## config.mk

```make
export PLATFORM = sky130hd
export DESIGN_NAME = mini_src_ctrl_seq
export DESIGN_NICKNAME = d
export VERILOG_FILES = /design/src/rtl/mini_src_ctrl_seq.sv
export SDC_FILE = /design/constraint.sdc
export NUM_CORES = 1
export LEC_CHECK = 0
export BUFFER_PORTS_ARGS = -buffer_cell sky130_fd_sc_hd__buf_4
export CORE_ASPECT_RATIO = 0.75
export CORE_MARGIN = 3
export CORE_UTILIZATION = 44
export CTS_BUF_LIST = sky130_fd_sc_hd__clkbuf_2
export DETAILED_ROUTE_END_ITERATION = 6
export PLACE_DENSITY = 0.83
export SYNTH_ARGS = -nofsm -noshare
export SYNTH_HDL_FRONTEND = slang
export SYNTH_SLANG_ARGS = --single-unit
```

## constraint.sdc

```tcl
create_clock -name clk -period 5.9 [get_ports clk]
set_clock_uncertainty 0.2 [all_clocks]
set_input_delay 0.885 -clock clk [delete_from_list [all_inputs] [get_ports clk]]
set_output_delay 0.885 -clock clk [all_outputs]
set_load 0.02 [all_outputs]
```

## src/rtl/mini_src_ctrl_seq.sv

```systemverilog
// Mini SRC control-step sequencer: T0-T7 step counter plus HALT, opcode decode into per-step controls.
// Optional macro BRANCH_EN enables decoding of the branch opcode (10011).
module mini_src_ctrl_seq #(
    parameter int unsigned MEM_WAIT_MAX = 15
) (
    input  logic        clk,
    input  logic        clear,
    input  logic [31:0] ir,
    input  logic        mem_rdy,
    input  logic        con_ff,
    input  logic        stop,
    output logic        run,
    output logic        err,
    output logic [2:0]  step,
    output logic        PCout,
    output logic        IncPC,
    output logic        PCin,
    output logic        MARin,
    output logic        Zin,
    output logic        Zlowout,
    output logic        Yin,
    output logic        Cout,
    output logic        MDRin,
    output logic        MDRout,
    output logic        Read,
    output logic        Write,
    output logic        IRin,
    output logic        CONin,
    output logic        Gra,
    output logic        Grb,
    output logic        Grc,
    output logic        Rin,
    output logic        Rout,
    output logic        BAout,
    output logic [4:0]  alu_op
);

    typedef enum logic [3:0] {
        S_T0, S_T1, S_T2, S_T3, S_T4, S_T5, S_T6, S_T7, S_HALT
    } state_t;

    localparam logic [3:0] WAIT_MAX = 4'(MEM_WAIT_MAX);

    state_t     state_q, state_d;
    logic [3:0] wait_q, wait_d;
    logic       err_q, err_d;

    logic [4:0] opcode;
    logic       is_alu, is_imm, is_ldi, is_ld, is_st, is_halt, is_br;
    logic       mem_step;
    logic       unused_ir;

    assign opcode    = ir[31:27];
    assign unused_ir = ^ir[26:0];
    assign is_alu    = (opcode >= 5'b00011) && (opcode <= 5'b01011);
    assign is_imm    = (opcode >= 5'b01100) && (opcode <= 5'b01110);
    assign is_ldi    = (opcode == 5'b00001);
    assign is_ld     = (opcode == 5'b00000);
    assign is_st     = (opcode == 5'b00010);
    assign is_halt   = (opcode == 5'b11011);
`ifdef BRANCH_EN
    assign is_br     = (opcode == 5'b10011);
`else
    assign is_br     = 1'b0;
`endif

    // Steps that wait on mem_rdy; the wait counter only advances inside these.
    assign mem_step = (state_q == S_T1) ||
                      (state_q == S_T6 && is_ld) ||
                      (state_q == S_T7 && is_st);

    always_comb begin
        state_d = state_q;
        wait_d  = 4'd0;
        err_d   = err_q;
        case (state_q)
            S_T0:   state_d = S_T1;
            S_T1:   state_d = S_T2;
            S_T2:   state_d = S_T3;
            S_T3: begin
                if (is_halt)
                    state_d = S_HALT;
                else if (is_alu || is_imm || is_ldi || is_ld || is_st || is_br)
                    state_d = S_T4;
                else
                    state_d = stop ? S_HALT : S_T0;
            end
            S_T4:   state_d = S_T5;
            S_T5:   state_d = (is_ld || is_st || is_br) ? S_T6 : (stop ? S_HALT : S_T0);
            S_T6:   state_d = (is_ld || is_st) ? S_T7 : (stop ? S_HALT : S_T0);
            S_T7:   state_d = stop ? S_HALT : S_T0;
            S_HALT: state_d = S_HALT;
            default: state_d = S_T0;
        endcase
        // A memory step holds until mem_rdy; a full wait budget without it is fatal.
        if (mem_step && !mem_rdy) begin
            if (wait_q >= WAIT_MAX) begin
                state_d = S_HALT;
                err_d   = 1'b1;
            end else begin
                state_d = state_q;
                wait_d  = wait_q + 4'd1;
            end
        end
    end

    always_ff @(posedge clk or posedge clear) begin
        if (clear) begin
            state_q <= S_T0;
            wait_q  <= 4'd0;
            err_q   <= 1'b0;
        end else begin
            state_q <= state_d;
            wait_q  <= wait_d;
            err_q   <= err_d;
        end
    end

    assign run  = (state_q != S_HALT);
    assign err  = err_q;
    assign step = (state_q == S_HALT) ? 3'd0 : state_q[2:0];

    always_comb begin
        {PCout, IncPC, PCin, MARin, Zin, Zlowout, Yin, Cout} = 8'd0;
        {MDRin, MDRout, Read, Write, IRin, CONin}             = 6'd0;
        {Gra, Grb, Grc, Rin, Rout, BAout}                      = 6'd0;
        alu_op = 5'd0;
        if (!clear && state_q != S_HALT) begin
            alu_op = 5'b00011;
            case (state_q)
                S_T0: {PCout, MARin, IncPC, Zin} = 4'b1111;
                S_T1: {Zlowout, PCin, Read, MDRin} = 4'b1111;
                S_T2: {MDRout, IRin} = 2'b11;
                S_T3: begin
                    if (is_alu || is_imm)             {Grb, Rout, Yin} = 3'b111;
                    else if (is_ldi || is_ld || is_st) {Grb, BAout, Yin} = 3'b111;
                    else if (is_br)                    {Gra, Rout, CONin} = 3'b111;
                end
                S_T4: begin
                    if (is_alu) begin
                        {Grc, Rout, Zin} = 3'b111;
                        alu_op = opcode;
                    end else if (is_imm) begin
                        {Cout, Zin} = 2'b11;
                        case (opcode)
                            5'b01101: alu_op = 5'b00101;
                            5'b01110: alu_op = 5'b00110;
                            default:  alu_op = 5'b00011;
                        endcase
                    end else if (is_ldi || is_ld || is_st) begin
                        {Cout, Zin} = 2'b11;
                    end else if (is_br) begin
                        {PCout, Yin} = 2'b11;
                    end
                end
                S_T5: begin
                    if (is_alu || is_imm || is_ldi) {Zlowout, Gra, Rin} = 3'b111;
                    else if (is_ld || is_st)         {Zlowout, MARin} = 2'b11;
                    else if (is_br)                  {Cout, Zin} = 2'b11;
                end
                S_T6: begin
                    if (is_ld)      {Read, MDRin} = 2'b11;
                    else if (is_st) {Gra, Rout, MDRin} = 3'b111;
                    else if (is_br) begin
                        Zlowout = 1'b1;
                        PCin    = con_ff;
                    end
                end
                S_T7: begin
                    if (is_ld)      {MDRout, Gra, Rin} = 3'b111;
                    else if (is_st) Write = 1'b1;
                end
                default: ;
            endcase
        end
    end

endmodule
```

=== Word-level counts from Yosys, hierarchy flattened ===
Cells that the tools add are included.

* RAM bits: 0
* Memory bits (read-only): 0
* Bits in latches: 0
* Memories: 0
* Logic and storage cells: 110
* Bits of input ports: 37
* Output and inout bits: 30
* Register bits after elaboration: 9

* Equality and inequality tests: 15
* Div/mod/pow operators: 0
* Bitwise logic cells: 0
* Reductions and logical operators: 20
* Magnitude comparators: 5
* Shifts and indexed selects: 0
* $mul: 0
* Muxes and demuxes: 66
* $add $sub $neg: 1

{| class="wikitable"
|+ Operators by type and width
! cell !! number
|-
| 2-to-1 mux 1 bit || 41
|-
| 2-to-1 mux 4 bit || 9
|-
| one-hot mux 4 bit (9 select lines) || 1
|-
| == test 4 x 3 -> 1 bit, second input constant || 4
|-
| 2-to-1 mux 5 bit || 3
|-
| one-hot mux 1 bit (2 select lines) || 7
|-
| == test 5 x 4 -> 1 bit, second input constant || 2
|-
| <= comparator 5 x 4 -> 1 bit, second input constant || 2
|-
| logical OR 1 bit || 9
|-
| == test 4 x 2 -> 1 bit, second input constant || 2
|-
| logical AND 1 bit || 6
|-
| 2-to-1 mux 3 bit || 2
|-
| one-hot mux 1 bit (3 select lines) || 2
|-
| one-hot mux 3 bit (2 select lines) || 1
|-
| == test 5 x 1 -> 1 bit, second input constant || 1
|-
| == test 5 x 2 -> 1 bit, second input constant || 1
|-
| == test 5 bit, second input constant || 1
|-
| greater-or-equal comparator 5 x 2 -> 1 bit, second input constant || 1
|-
| greater-or-equal comparator 5 x 4 -> 1 bit, second input constant || 1
|-
| logical NOT 5 bit || 1
|-
| adder 4 x 1 -> 4 bit, second input constant || 1
|-
| == test 4 x 1 -> 1 bit, second input constant || 1
|-
| == test 4 bit, second input constant || 1
|-
| greater-or-equal comparator 4 bit, second input constant || 1
|-
| other kinds (5) || 6
|}

=== Longest topological paths before layout ===
* Depth in word-level cells: 10
* Gate-level depth with buffers: 6

=== Worst setup path before layout ===
Ideal clock, no wire load.

* Path type: input to output
* From: input port ir[27]
* To: output port Gra
* Data arrival time: 2.755 ns
* Slack: 2.060 ns
* Cell stages on the path: 5
* Path buffers: 2
* Cell sequence: buf_6 -> or4_4 -> buf_6 -> or4_4 -> a2111oi_2

* Longest elaborated chain between the ends: 7

{| class="wikitable"
|+ RTL lines
! element !! RTL line !! text
|-
| start: declaration || 8 || <nowiki>input logic [31:0] ir,</nowiki>
|-
| greater-or-equal comparator 5 x 2 -> 1 bit (tied with other cells) || 55 || <nowiki>assign is_alu = (opcode >= 5'b00011) && (opcode <= 5'b01011);</nowiki>
|-
| logical AND 1 bit (on tied branches) || 55, 56 ||
|-
| logical OR 1 bit || 135, 157 ||
|-
| logical OR 1 bit || 157 || <nowiki>if (is_alu || is_imm || is_ldi) {Zlowout, Gra, Rin} = 3'b111;</nowiki>
|-
| 2-to-1 mux 1 bit || 157 ||
|-
| one-hot mux 1 bit (3 select lines) (*) || 130 || <nowiki>case (state_q)</nowiki>
|-
| 2-to-1 mux 1 bit (*) || 128 || <nowiki>if (!clear && state_q != S_HALT) begin</nowiki>
|-
| end: declaration || 29 || <nowiki>output logic Gra,</nowiki>
|}

Every way passes the cells marked *; elsewhere a longest branch is shown, timed or not.

=== Worst setup path in the final report ===
* From: input port ir[31]
* To: output port Gra

The elaborated chain is that of the path after synthesis.

==> reports/metrics.yaml <==
final_layout:
  nFillCells: 180
  regArea_um2: 225
  multi_input_area_um2: 693
  fin_cells: 195
  drive_gt1_frac: 0.294
  n_antenna_cell: 0
  fin_area_mm2: 0.00127
  fin_util: 0.600
  areaGrowthSynthToFinish_pct: 22.4
  fin_nets: 202
timing:
  finalHoldViolCount: 0
  setup_tns_ns: 0
  fin_crit_sh: 0.647
  finalSetupViolCount: 0
  hold_slack_ns: 0.297
  worstMarginPinSlew_ns: 0.687
  min_period_ns: 3.82
  worst_slack_ns: 2.08
  fmax_mhz: 262
  relSlewSlack: 0.542
  rsz0062_at_grt: "no"
  drv_slew: 0
routing:
  dr.pass1.iters: 4
  drt_wl_total_mm: 2.90
  ant_nets: 0
  viasPerCell: 6.07
  drc: 0
  wl_per_cell_um: 14.9
  vias: 1183
  first_iter_violations: 80
synthesis:
  ys_warn_count: 0
  postSynthAreaPerCell_um2: 7.37
  synth.ff_latch_count: 9
  netlist_area_mm2: 0.00104
  synth_seq_area_share: 0.217
  ys.flop_type: "dfrtp_1"
  synthCells: 141
  synth_edf_count: 0
  synthDistinctLibCells: 47
  synthArstFlopShare: 1.00
grt:
  met2_usage: 0.295
  grt_pass1_wl_mm: 4.65
  grt-busiest-layer: "met1"
  gr-usage-all-layers: 0.208
  globalRouteOverflowTotal: 0
  use_met3: 0.0485
  met1_usage: 0.310
  grt_max_degree: 27
  antenna_found_initial: 0
  grt_pass1_vias: 996
clock_tree:
  postCtsSetupBuffers: 0
  cts_tree: "done"
  cts_buffers: 3
  cts_root_buf: "clkbuf_2"
  clock_latency_ns: 0.24
  cts_resized: 0
  clock-sinks: 9
  ctsLongestPathBuffers: 2
  cts-htree-levels: 1
  holdBufCountCts: 0
  clk_pin_slew_ns: 0.08
job:
  cap_violations: 0
floorplanning:
  start_util: 0.490
  ioPinCount: 67
  core.rowCount: 14
  die_w_um: 62.1
  dieHeight_um: 48.1
  die-area_mm2: 0.00299
  core_area_mm2: 0.00212
place:
  gp_congestion: 0.843
  io_buffers: 36
  dp.cells: 191
  hpwlAfterDp_mm: 2.16
  postPlaceCellArea_mm2: 0.00125
  preCtsSetupSlack_ns: 2.07
min_path:
  holdPathStages: 1
  hold_class: "reg2reg"
setup_path:
  path_class: "in2out"
  critPathRequiredTime_ns: 4.82
  crit_arrival_ns: 2.73
  end_kind: "output port"
  r2r_cells: 4
  start_kind: "input port"
  crit_fanout: 7
pwr:
  p_leak_nw: 0.584
  power_uw: 487
  power.density_mw_per_mm2: 383
  vdd_drop_max_uv: 218
outcome:
  outcome: "finished clean"
-- cells by family (layout without fill, tap and decap cells) --
logic type,Yosys count,count (layout),share of synthesized area
other,1,2,0.00361
adder cells (fa/ha/maj),1,1,0.0120
flip-flops,9,9,0.217
XOR/XNOR,3,3,0.0253
AND/OR/NAND/NOR,67,67,0.365
buffers and inverters,25,46,0.119
AO/OA/AOI/OAI,35,35,0.258
-- cells in the final DEF, fill, tap and decap left out, types with 3 or more instances in the layout --
cell type / n
buf_4: 36
nor2_1: 17
dfrtp_1: 9
o21ai_0: 7
a21oi_1: 7
inv_1: 6
nand2_1: 6
nand3_1: 6
nor4_1: 5
and3_1: 4
nor3_1: 4
clkbuf_2: 4
nand2b_1: 3
nand4_1: 3
o22ai_1: 3
nor3b_1: 3
o31a_1: 3
or2_2: 3
-- area by class of cell --
class / count / area share
repair buffers: 36 / 0.213
clock buffers: 4 / 0.0157
multi-input cells: 108 / 0.545
inverters: 6 / 0.0177
flip-flops and latches: 9 / 0.177
well taps: 32 / 0.0315
-- synth_stat cells, drive strengths merged (2+ instances only) --
| master | instances | area [um2] |
|---|---|---|
| nor3 | 4 | 20.0 |
| o21ai | 7 | 35.0 |
| o22ai | 3 | 18.8 |
| or4 | 3 | 30.0 |
| inv | 6 | 22.5 |
| nand4 | 3 | 18.8 |
| clkbuf | 13 | 48.8 |
| nand3 | 6 | 30.0 |
| and3 | 4 | 25.0 |
| xnor2 | 2 | 17.5 |
| nor3b | 3 | 22.5 |
| or2 | 4 | 25.0 |
| and2 | 3 | 18.8 |
| nor2 | 17 | 63.8 |
| a2111oi | 2 | 23.8 |
| a32o | 2 | 20.0 |
| a21oi | 7 | 35.0 |
| dfrtp | 9 | 225 |
| o31a | 3 | 26.3 |
| o31ai | 2 | 15.0 |
| nand2b | 3 | 18.8 |
| buf | 6 | 52.6 |
| nand2 | 6 | 22.5 |
| nor4 | 5 | 31.3 |
-- layer usage --
layer,routed length [um],up-vias,share of wire
li1,-,560,-
met1,1240,547,0.43
met2,1320,74,0.46
met3,334,2,0.12
met4,4,0,0.0014
met5,0,-,0
-- worst paths after layout --
| check | startpoint | to | slack [ns] |
|---|---|---|---|
| min reg2reg | wait_q[0] | wait_q[0] | 0.30 |
| max | ir[31] | Gra | 2.08 |
| max in group asynchronous | clear | wait_q[0] | 4.75 |
| min in group asynchronous | clear | state_q[2] | 0.48 |
| min | wait_q[0] | wait_q[0] | 0.30 |
| max reg2reg | state_q[0] | state_q[0] | 3.53 |
-- critical path: stages --
cell       delay [ns]
buf_4            0.14
or4_4            0.60
or4_4            0.50
a2111oi_2        0.39
buf_4            0.21
-- registers in the layout, summed over array words and instances, names as in the netlist --
name     cells
err          1
wait_q       4
state_q      4
-- power breakdown --
group	total [mW]	switching, mW	leakage [nW]	internal, mW
clock	0.0387	0.0207	0.0166	0.0180
combinational	0.305	0.168	0.446	0.137
sequential	0.144	0.0670	0.121	0.0767
total	0.487	0.256	0.584	0.231
Power figures use the tool's default switching activity.
